==> src/rtl/conv1d_layer_serialiser_if.sv <==
// Bus between the conv1d layer's parallel output, the serialiser and the next layer.
// The slave modport is the serialiser's view; the master modport is the environment's.
interface conv1d_layer_serialiser_if #(
  parameter int DATA_WIDTH  = 32,
  parameter int NUM_FILTERS = 32
);
  localparam int CHANNEL_WIDTH = (NUM_FILTERS > 1) ? $clog2(NUM_FILTERS) : 1;

  logic                     serialiser_ready_in;
  logic [NUM_FILTERS-1:0]   serialiser_valid_in;
  logic [DATA_WIDTH-1:0]    serialiser_data_in [0:NUM_FILTERS-1];
  logic                     serialiser_ready_out;
  logic                     serialiser_valid_out;
  logic [DATA_WIDTH-1:0]    serialiser_data_out;
  logic [CHANNEL_WIDTH-1:0] serialiser_channel_out;
  logic                     serialiser_last_out;
  logic                     serialiser_valid_mismatch;

  modport master (
    input  serialiser_ready_in,
    output serialiser_valid_in,
    output serialiser_data_in,
    output serialiser_ready_out,
    input  serialiser_valid_out,
    input  serialiser_data_out,
    input  serialiser_channel_out,
    input  serialiser_last_out,
    input  serialiser_valid_mismatch
  );

  modport slave (
    output serialiser_ready_in,
    input  serialiser_valid_in,
    input  serialiser_data_in,
    input  serialiser_ready_out,
    output serialiser_valid_out,
    output serialiser_data_out,
    output serialiser_channel_out,
    output serialiser_last_out,
    output serialiser_valid_mismatch
  );
endinterface

==> src/rtl/conv1d_layer_serialiser.sv <==
// Captures one NUM_FILTERS-wide vector of filter results and replays it as a
// single-lane ready/valid stream, channel 0 first, with optional ReLU on the way out.
module conv1d_layer_serialiser #(
  parameter int DATA_WIDTH  = 32,
  parameter int NUM_FILTERS = 32,
  parameter int APPLY_RELU  = 0
) (
  input logic                      clk,
  input logic                      rst,
  conv1d_layer_serialiser_if.slave bus
);

  localparam int CHANNEL_WIDTH = (NUM_FILTERS > 1) ? $clog2(NUM_FILTERS) : 1;
  localparam logic [CHANNEL_WIDTH-1:0] LAST_CH = CHANNEL_WIDTH'(NUM_FILTERS - 1);

  typedef enum logic [0:0] {
    IDLE = 1'b0,
    SEND = 1'b1
  } state_e;

  state_e                   state_q, state_d;
  logic [CHANNEL_WIDTH-1:0] cnt_q, cnt_d;
  logic                     valid_q, valid_d;
  logic                     mismatch_q, mismatch_d;
  logic [DATA_WIDTH-1:0]    buf_q [0:NUM_FILTERS-1];

  logic                     last_s;
  logic                     handshake_s;
  logic                     ready_in_s;
  logic                     accept_s;
  logic                     partial_s;
  logic [DATA_WIDTH-1:0]    sample_s;
  logic [DATA_WIDTH-1:0]    data_out_s;

  assign last_s      = (cnt_q == LAST_CH);
  assign handshake_s = valid_q & bus.serialiser_ready_out;
  // The final beat leaving frees the buffer, so a new vector may land on the same edge.
  assign ready_in_s  = (state_q == IDLE) | (valid_q & last_s & bus.serialiser_ready_out);
  assign accept_s    = ready_in_s & (&bus.serialiser_valid_in);
  assign partial_s   = ready_in_s & (|bus.serialiser_valid_in) & ~(&bus.serialiser_valid_in);
  assign sample_s    = buf_q[cnt_q];

  always_comb begin
    if ((APPLY_RELU != 0) && sample_s[DATA_WIDTH-1]) begin
      data_out_s = '0;
    end else begin
      data_out_s = sample_s;
    end
  end

  always_comb begin
    state_d    = state_q;
    cnt_d      = cnt_q;
    valid_d    = valid_q;
    mismatch_d = mismatch_q | partial_s;
    case (state_q)
      IDLE: begin
        if (accept_s) begin
          state_d = SEND;
          cnt_d   = '0;
          valid_d = 1'b1;
        end else begin
          valid_d = 1'b0;
        end
      end
      SEND: begin
        if (handshake_s && !last_s) begin
          cnt_d = cnt_q + {{(CHANNEL_WIDTH-1){1'b0}}, 1'b1};
        end else if (handshake_s && accept_s) begin
          cnt_d = '0;
        end else if (handshake_s) begin
          state_d = IDLE;
          cnt_d   = '0;
          valid_d = 1'b0;
        end else begin
          cnt_d = cnt_q;
        end
      end
      default: begin
        state_d = IDLE;
        cnt_d   = '0;
        valid_d = 1'b0;
      end
    endcase
  end

  always_ff @(posedge clk or posedge rst) begin
    if (rst) begin
      state_q    <= IDLE;
      cnt_q      <= '0;
      valid_q    <= 1'b0;
      mismatch_q <= 1'b0;
      for (int i = 0; i < NUM_FILTERS; i++) begin
        buf_q[i] <= '0;
      end
    end else begin
      state_q    <= state_d;
      cnt_q      <= cnt_d;
      valid_q    <= valid_d;
      mismatch_q <= mismatch_d;
      if (accept_s) begin
        for (int i = 0; i < NUM_FILTERS; i++) begin
          buf_q[i] <= bus.serialiser_data_in[i];
        end
      end
    end
  end

  assign bus.serialiser_ready_in       = ready_in_s;
  assign bus.serialiser_valid_out      = valid_q;
  assign bus.serialiser_data_out       = data_out_s;
  assign bus.serialiser_channel_out    = cnt_q;
  assign bus.serialiser_last_out       = valid_q & last_s;
  assign bus.serialiser_valid_mismatch = mismatch_q;

endmodule

==> src/flat_wrapper.sv <==
// flat-port wrapper written by rule: the top's interface ports become plain ports
module conv1d_layer_serialiser_flat 
#(
  parameter int DATA_WIDTH  = 32,
  parameter int NUM_FILTERS = 32,
  parameter int APPLY_RELU  = 0
)
  (clk, rst, bus_serialiser_ready_in, bus_serialiser_valid_in, bus_serialiser_data_in, bus_serialiser_ready_out, bus_serialiser_valid_out, bus_serialiser_data_out, bus_serialiser_channel_out, bus_serialiser_last_out, bus_serialiser_valid_mismatch);
  conv1d_layer_serialiser_if #(.DATA_WIDTH(DATA_WIDTH), .NUM_FILTERS(NUM_FILTERS)) bus_i ();
  input logic clk;
  input logic rst;
  output wire logic [$bits(bus_i.serialiser_ready_in)-1:0] bus_serialiser_ready_in;
  input wire logic [$bits(bus_i.serialiser_valid_in)-1:0] bus_serialiser_valid_in;
  input wire logic [$bits(bus_i.serialiser_data_in)-1:0] bus_serialiser_data_in;
  input wire logic [$bits(bus_i.serialiser_ready_out)-1:0] bus_serialiser_ready_out;
  output wire logic [$bits(bus_i.serialiser_valid_out)-1:0] bus_serialiser_valid_out;
  output wire logic [$bits(bus_i.serialiser_data_out)-1:0] bus_serialiser_data_out;
  output wire logic [$bits(bus_i.serialiser_channel_out)-1:0] bus_serialiser_channel_out;
  output wire logic [$bits(bus_i.serialiser_last_out)-1:0] bus_serialiser_last_out;
  output wire logic [$bits(bus_i.serialiser_valid_mismatch)-1:0] bus_serialiser_valid_mismatch;
  assign bus_serialiser_ready_in = bus_i.serialiser_ready_in;
  assign bus_i.serialiser_valid_in = bus_serialiser_valid_in;
  assign bus_i.serialiser_data_in = {>>{bus_serialiser_data_in}};
  assign bus_i.serialiser_ready_out = bus_serialiser_ready_out;
  assign bus_serialiser_valid_out = bus_i.serialiser_valid_out;
  assign bus_serialiser_data_out = bus_i.serialiser_data_out;
  assign bus_serialiser_channel_out = bus_i.serialiser_channel_out;
  assign bus_serialiser_last_out = bus_i.serialiser_last_out;
  assign bus_serialiser_valid_mismatch = bus_i.serialiser_valid_mismatch;
  conv1d_layer_serialiser #(.DATA_WIDTH(DATA_WIDTH), .NUM_FILTERS(NUM_FILTERS), .APPLY_RELU(APPLY_RELU)) u_core (.clk(clk), .rst(rst), .bus(bus_i));
endmodule
==> config.mk <==
export PLATFORM = sky130hd
export DESIGN_NAME = conv1d_layer_serialiser_flat
export DESIGN_NICKNAME = d
export VERILOG_FILES = /design/src/rtl/conv1d_layer_serialiser_if.sv /design/src/rtl/conv1d_layer_serialiser.sv /design/src/flat_wrapper.sv
export SDC_FILE = /design/constraint.sdc
export NUM_CORES = 2
export LEC_CHECK = 0
export BUFFER_PORTS_ARGS = -buffer_cell sky130_fd_sc_hd__buf_4
export CAP_MARGIN = 10
export CELL_PAD_IN_SITES_DETAIL_PLACEMENT = 1
export CELL_PAD_IN_SITES_GLOBAL_PLACEMENT = 1
export CORE_AREA = 2 2 433 435
export CTS_BUF_LIST = sky130_fd_sc_hd__clkbuf_4
export CTS_CLUSTER_SIZE = 20
export DETAILED_ROUTE_END_ITERATION = 10
export DIE_AREA = 0 0 435 437
export PLACE_DENSITY_LB_ADDON = 0.1
export SYNTH_ARGS = -nofsm -noshare
export SYNTH_HDL_FRONTEND = slang
export SYNTH_SLANG_ARGS = --single-unit
==> constraint.sdc <==
create_clock -name clk -period 64.8 [get_ports clk]
set_clock_uncertainty 0.1 [all_clocks]
set_input_delay 12.96 -clock clk [delete_from_list [all_inputs] [get_ports clk]]
set_output_delay 12.96 -clock clk [all_outputs]
set_load 0.01 [all_outputs]
== Yosys cells after proc, flatten, opt, wreduce, memory -nomap -nowiden ==
Index checks and enable logic that the tools add are counted.

* Reduce and logical (&&, ||, !) cells: 7
* Magnitude comparators: 1
* Add/subtract/negate cells: 1
* Equality and inequality tests: 6
* Mux-type cells: 17
* Bitwise logic cells: 11

{| class="wikitable"
|+ Operator list
! operator !! number
|-
| binary-select mux 32 bit (select 5 bit) || 1
|-
| two-way mux 32 bit || 2
|-
| AND reduction 32 bit || 1
|-
| OR reduction 32 bit || 1
|-
| two-way mux 5 bit || 4
|-
| one-hot mux 5 bit (2 select lines) || 1
|-
| two-way mux 1 bit || 7
|-
| bitwise AND 1 bit || 6
|-
| >= comparator 6 bit (second input constant) || 1
|-
| != test 2 bit (second input constant) || 3
|-
| inverter 5 -> 6 bit || 1
|-
| adder 5 x 1 -> 5 bit (second input constant) || 1
|-
| == test 5 bit (second input constant) || 1
|-
| != test 4 bit (second input constant) || 1
|-
| one-hot mux 1 bit (2 select lines) || 2
|-
| AND reduction 3 bit || 1
|-
| logical AND 1 bit || 2
|-
| != test 2 x 1 -> 1 bit (second input constant) || 1
|-
| inverter 1 bit || 2
|-
| OR 1 bit || 2
|-
| AND reduction 2 bit || 1
|-
| logical NOT 1 bit || 1
|}

* Input bits: 1059
* Flip-flop bits (word level): 1032
* Output and inout port bits: 41
* Logic and storage cells: 79

== Depth between registers and ports, before layout ==
* Depth after elaboration: 9
* Mapped depth: 10
* Depth with buffers taken out: 7

== Worst setup path after synthesis ==
No wires, ideal clock.

* Path kind: input to output
* From: input bus_serialiser_ready_out
* To: output bus_serialiser_ready_in
* Stages: 2
* Path buffers: 0
* Path slack: 38567 ps
* Data arrival time: 13173 ps
* Data required time: 51740 ps
* Cell sequence: nand3_1 -> nand2_1

* Longest elaborated chain between the ends: 2

{| class="wikitable"
|+ RTL lines
! what !! line !! text
|-
| start: declaration || flat_wrapper.sv:15 || <nowiki>input wire logic [$bits(bus_i.serialiser_ready_out)-1:0] bus_serialiser_ready_out;</nowiki>
|-
| bitwise AND 1 bit || conv1d_layer_serialiser.sv:38 || <nowiki>assign ready_in_s = (state_q == IDLE) | (valid_q & last_s & bus.serialiser_ready_out);</nowiki>
|-
| OR 1 bit || conv1d_layer_serialiser.sv:38 ||
|-
| end: declaration || flat_wrapper.sv:12 || <nowiki>output wire logic [$bits(bus_i.serialiser_ready_in)-1:0] bus_serialiser_ready_in;</nowiki>
|}

Every way passes these cells.

== Final worst setup path ==
Ends and elaborated chain as after synthesis.

==> flow_summary.ini <==
[place]
io_buffers = 1099
gp_congestion = 0.834
place_hpwl_um = 157000

[logic_synthesis]
synth_mux_area_frac = 0.353
synth_top_family_by_area = multiplexers
yosysWarnings = 0
synth_top_area_share = 0.548
synthCells = 3379
syn_area_sq_um = 47200
synth.largest_area_cell = dfrtp_1
syn_avg_cell_area_sq_um = 14.0
synth_area_leaders = dfrtp_1, mux2_2, mux2i_1
synth-adder-area-share = 0.000531
synth-compound-area-share = 0.0432
synth_async_sr_flop_share = 1.00
synth-simple-area-share = 0.0270
ys_ff_latch = 1032
syn-num-nets = 4440
synth_commonest_cells = dfrtp_1, mux2_2, mux2i_1
synth_cell_types = 33
synth-edff-count = 0
yosysMostFrequentCell = dfrtp_1
yosys_most_used_dff = dfrtp_1
ys_seq_area_frac = 0.548
synthXorXnorAreaFrac = 0.000186

[worst_setup_path]
crit_cells = 4
end_kind = output port
cp_slowest_cell = buf_4
crit_fanout = 4
crit_type = input pin to output port
critPathLaunchType = input pin
cp_cell_sequence = buf_4 -> nand3_1 -> nand2_1 -> buf_4
ff2ff_path_depth = 12
worstPathRequired_ns = 51.74
critPathBufInv = 2
cp_common_cell = buf_4
critPathMaxStageDelay_ns = 0.20
worst_ep_arrival_time_ns = 13.49
path_delay_family = buffers and inverters

[timing]
layout_min_cycle_time_ns = 26.55
tns_ns = 0
fin_crit_sh = 0.410
hold_violations = 0
setup_viol = 0
tightest_slew_ns = 1.33
rsz0062_at_grt = no
maxSlewHeadroom = 0.106
slew_violations = 0
timing.fmax_ghz = 0.0377

[route]
drtIter0Drc = 1289
detail-route-antenna-nets = 0
wl_um = 211000
vias = 34000
via_per_inst = 4.64
drc = 0
routedWlPerCell_um = 28.8
drt_pass1_iterations = 4

[final_layout]
multiInputGateArea_sq_um = 20000
fin_nets = 5705
fillers = 20100
area_delta_synth_final_pct = 30.8
layout-drive-gt1-share = 0.483
seq_area_sq_um = 25800

[pwr]
pwr_density_cell_nw_per_um2 = 21.9
ir_worst_vdd_v = 0.0000154
total_power_mw = 1.35
p_leak_nw = 30.7

[clock_network]
htreeDepth = 5
clkLatencyLatePin_ns = 1.29
cts_resized = 0
cts_max_path_buffers = 4
clock_sinks = 1032
postCtsSetupRepairBufs = 0
hold_buffers = 0
cts_tree = yes
cts_buffers = 341
clk_pin_slew_ns = 0.06
clockRootBuffer = clkbuf_4

[floorplanning]
fp.coreArea_sq_um = 185000
fp.dieW_um = 435
die_area_sq_um = 190000
initial_core_util = 0.255
rows = 158
ios = 1100
die_height_um = 437

[hold_path]
worstHoldPathCells = 1
min_path_type = register to register

[global_route]
grt_first_pass_wirelength_um = 291000
grt_usage = 0.218
grt_pass1_vias = 36800
grt_overflow = 0
antenna_found_initial = 119
grt_max_degree = 176

[run]
drv_cap = 0

[outcome]
outcome = finished, final reports clean
-- stage by stage --
| stage | hold slack, ns | util | std cells | area [sq um] | worst slack [ns] |
|---|---|---|---|---|---|
| floorplan | 0.364 | - | 3379 | 47200 | 22.70 |
| global placement | 0.371 | 0.312 | 6780 | 57800 | 38.23 |
| detailed placement | 0.364 | 0.312 | 6780 | 57800 | 38.27 |
| CTS | 0.382 | 0.333 | 7292 | 61600 | 38.26 |
| global route | 0.400 | 0.333 | 7328 | 61700 | 38.20 |
| finish | 0.386 | 0.333 | 7335 | 61700 | 38.25 |
-- worst reg2reg max path, stage by stage, from the launching register on --
cell and delay [ns]:
dfrtp_4 0.67, buf_12 0.36, ha_1 0.36, and3_1 0.19
ha_1 0.27, nand3_1 0.12, nand2_1 0.15, nand3_4 0.68
buf_4 0.98, buf_4 0.97, buf_12 0.53, buf_4 0.96
mux2_2 0.50
-- report_power, final --
group / leakage [nW] / total, mW / internal (mW) / switching, mW
sequential: 14.4 / 0.645 / 0.645 / 0.00000000667
combinational: 14.0 / 0.0649 / 0.0409 / 0.0240
clock: 2.29 / 0.642 / 0.340 / 0.303
-- metal layers --
metal | track usage | part of all wire
met1 | 0.253 | 0.40
met2 | 0.377 | 0.51
met3 | 0.0617 | 0.055
met4 | 0.0848 | 0.030
met5 | 0 | 0.0013
-- kinds of logic after synthesis --
family          after synthesis
simple gates                269
compound gates              298
fa+ha+maj                     2
xor+xnor                      1
buf+inv                     241
mux                        1536
flops                      1032
-- final cells by class --
type                            count  share of cell area
Sequential cell                  1032               0.419
Multi-Input combinational cell   2106               0.325
Timing Repair Buffer             1162               0.143
Clock buffer                      479              0.0583
Tap cell                         2480              0.0503
Clock inverter                     33             0.00288
Antenna cell                       42             0.00170
Inverter                            1            0.000183
-- worst paths after layout --
path,endpoint,startpoint,slack [ns]
max,bus_serialiser_ready_in,bus_serialiser_ready_out,38.25
min,u_core.bus.serialiser_valid_mismatch$_DFF_PP0_,u_core.bus.serialiser_valid_mismatch$_DFF_PP0_,0.39
max reg2reg,u_core.buf_q[79]$_DFFE_PP0P_,u_core.bus.serialiser_channel_out[1]$_DFFE_PP0P_,57.81
min reg2reg,u_core.bus.serialiser_valid_mismatch$_DFF_PP0_,u_core.bus.serialiser_valid_mismatch$_DFF_PP0_,0.39
max in group asynchronous,u_core.buf_q[170]$_DFFE_PP0P_,rst,48.99
min in group asynchronous,u_core.buf_q[389]$_DFFE_PP0P_,rst,11.65
-- state kept, by name, indices dropped and copies added (netlist names) --
| signal | flops |
|---|---|
| u_core.state_q | 1 |
| u_core.bus.serialiser_valid_mismatch | 1 |
| u_core.bus.serialiser_valid_out | 1 |
| u_core.bus.serialiser_channel_out | 5 |
| u_core.buf_q | 1024 |
-- layout by cell type, fill, tap and decap left out, drive strengths merged, types with 3 or more instances in the layout --
master | netlist | layout
nand3 | 100 | 100
nor2 | 3 | 3
buf | 170 | 1162
dfrtp | 1032 | 1032
a32o | 3 | 3
a22o | 65 | 65
a31oi | 32 | 32
nor3 | 32 | 32
clkbuf | 70 | 479
nor4 | 10 | 10
a22oi | 96 | 96
a21oi | 98 | 98
nand4 | 10 | 10
mux2i | 512 | 512
mux2 | 1024 | 1024
nor2b | 5 | 5
nand2 | 101 | 101
and2 | 3 | 3
clkinv | 0 | 28
diode | 0 | 42
inv | 1 | 4
Power figures use the tool's default switching activity.
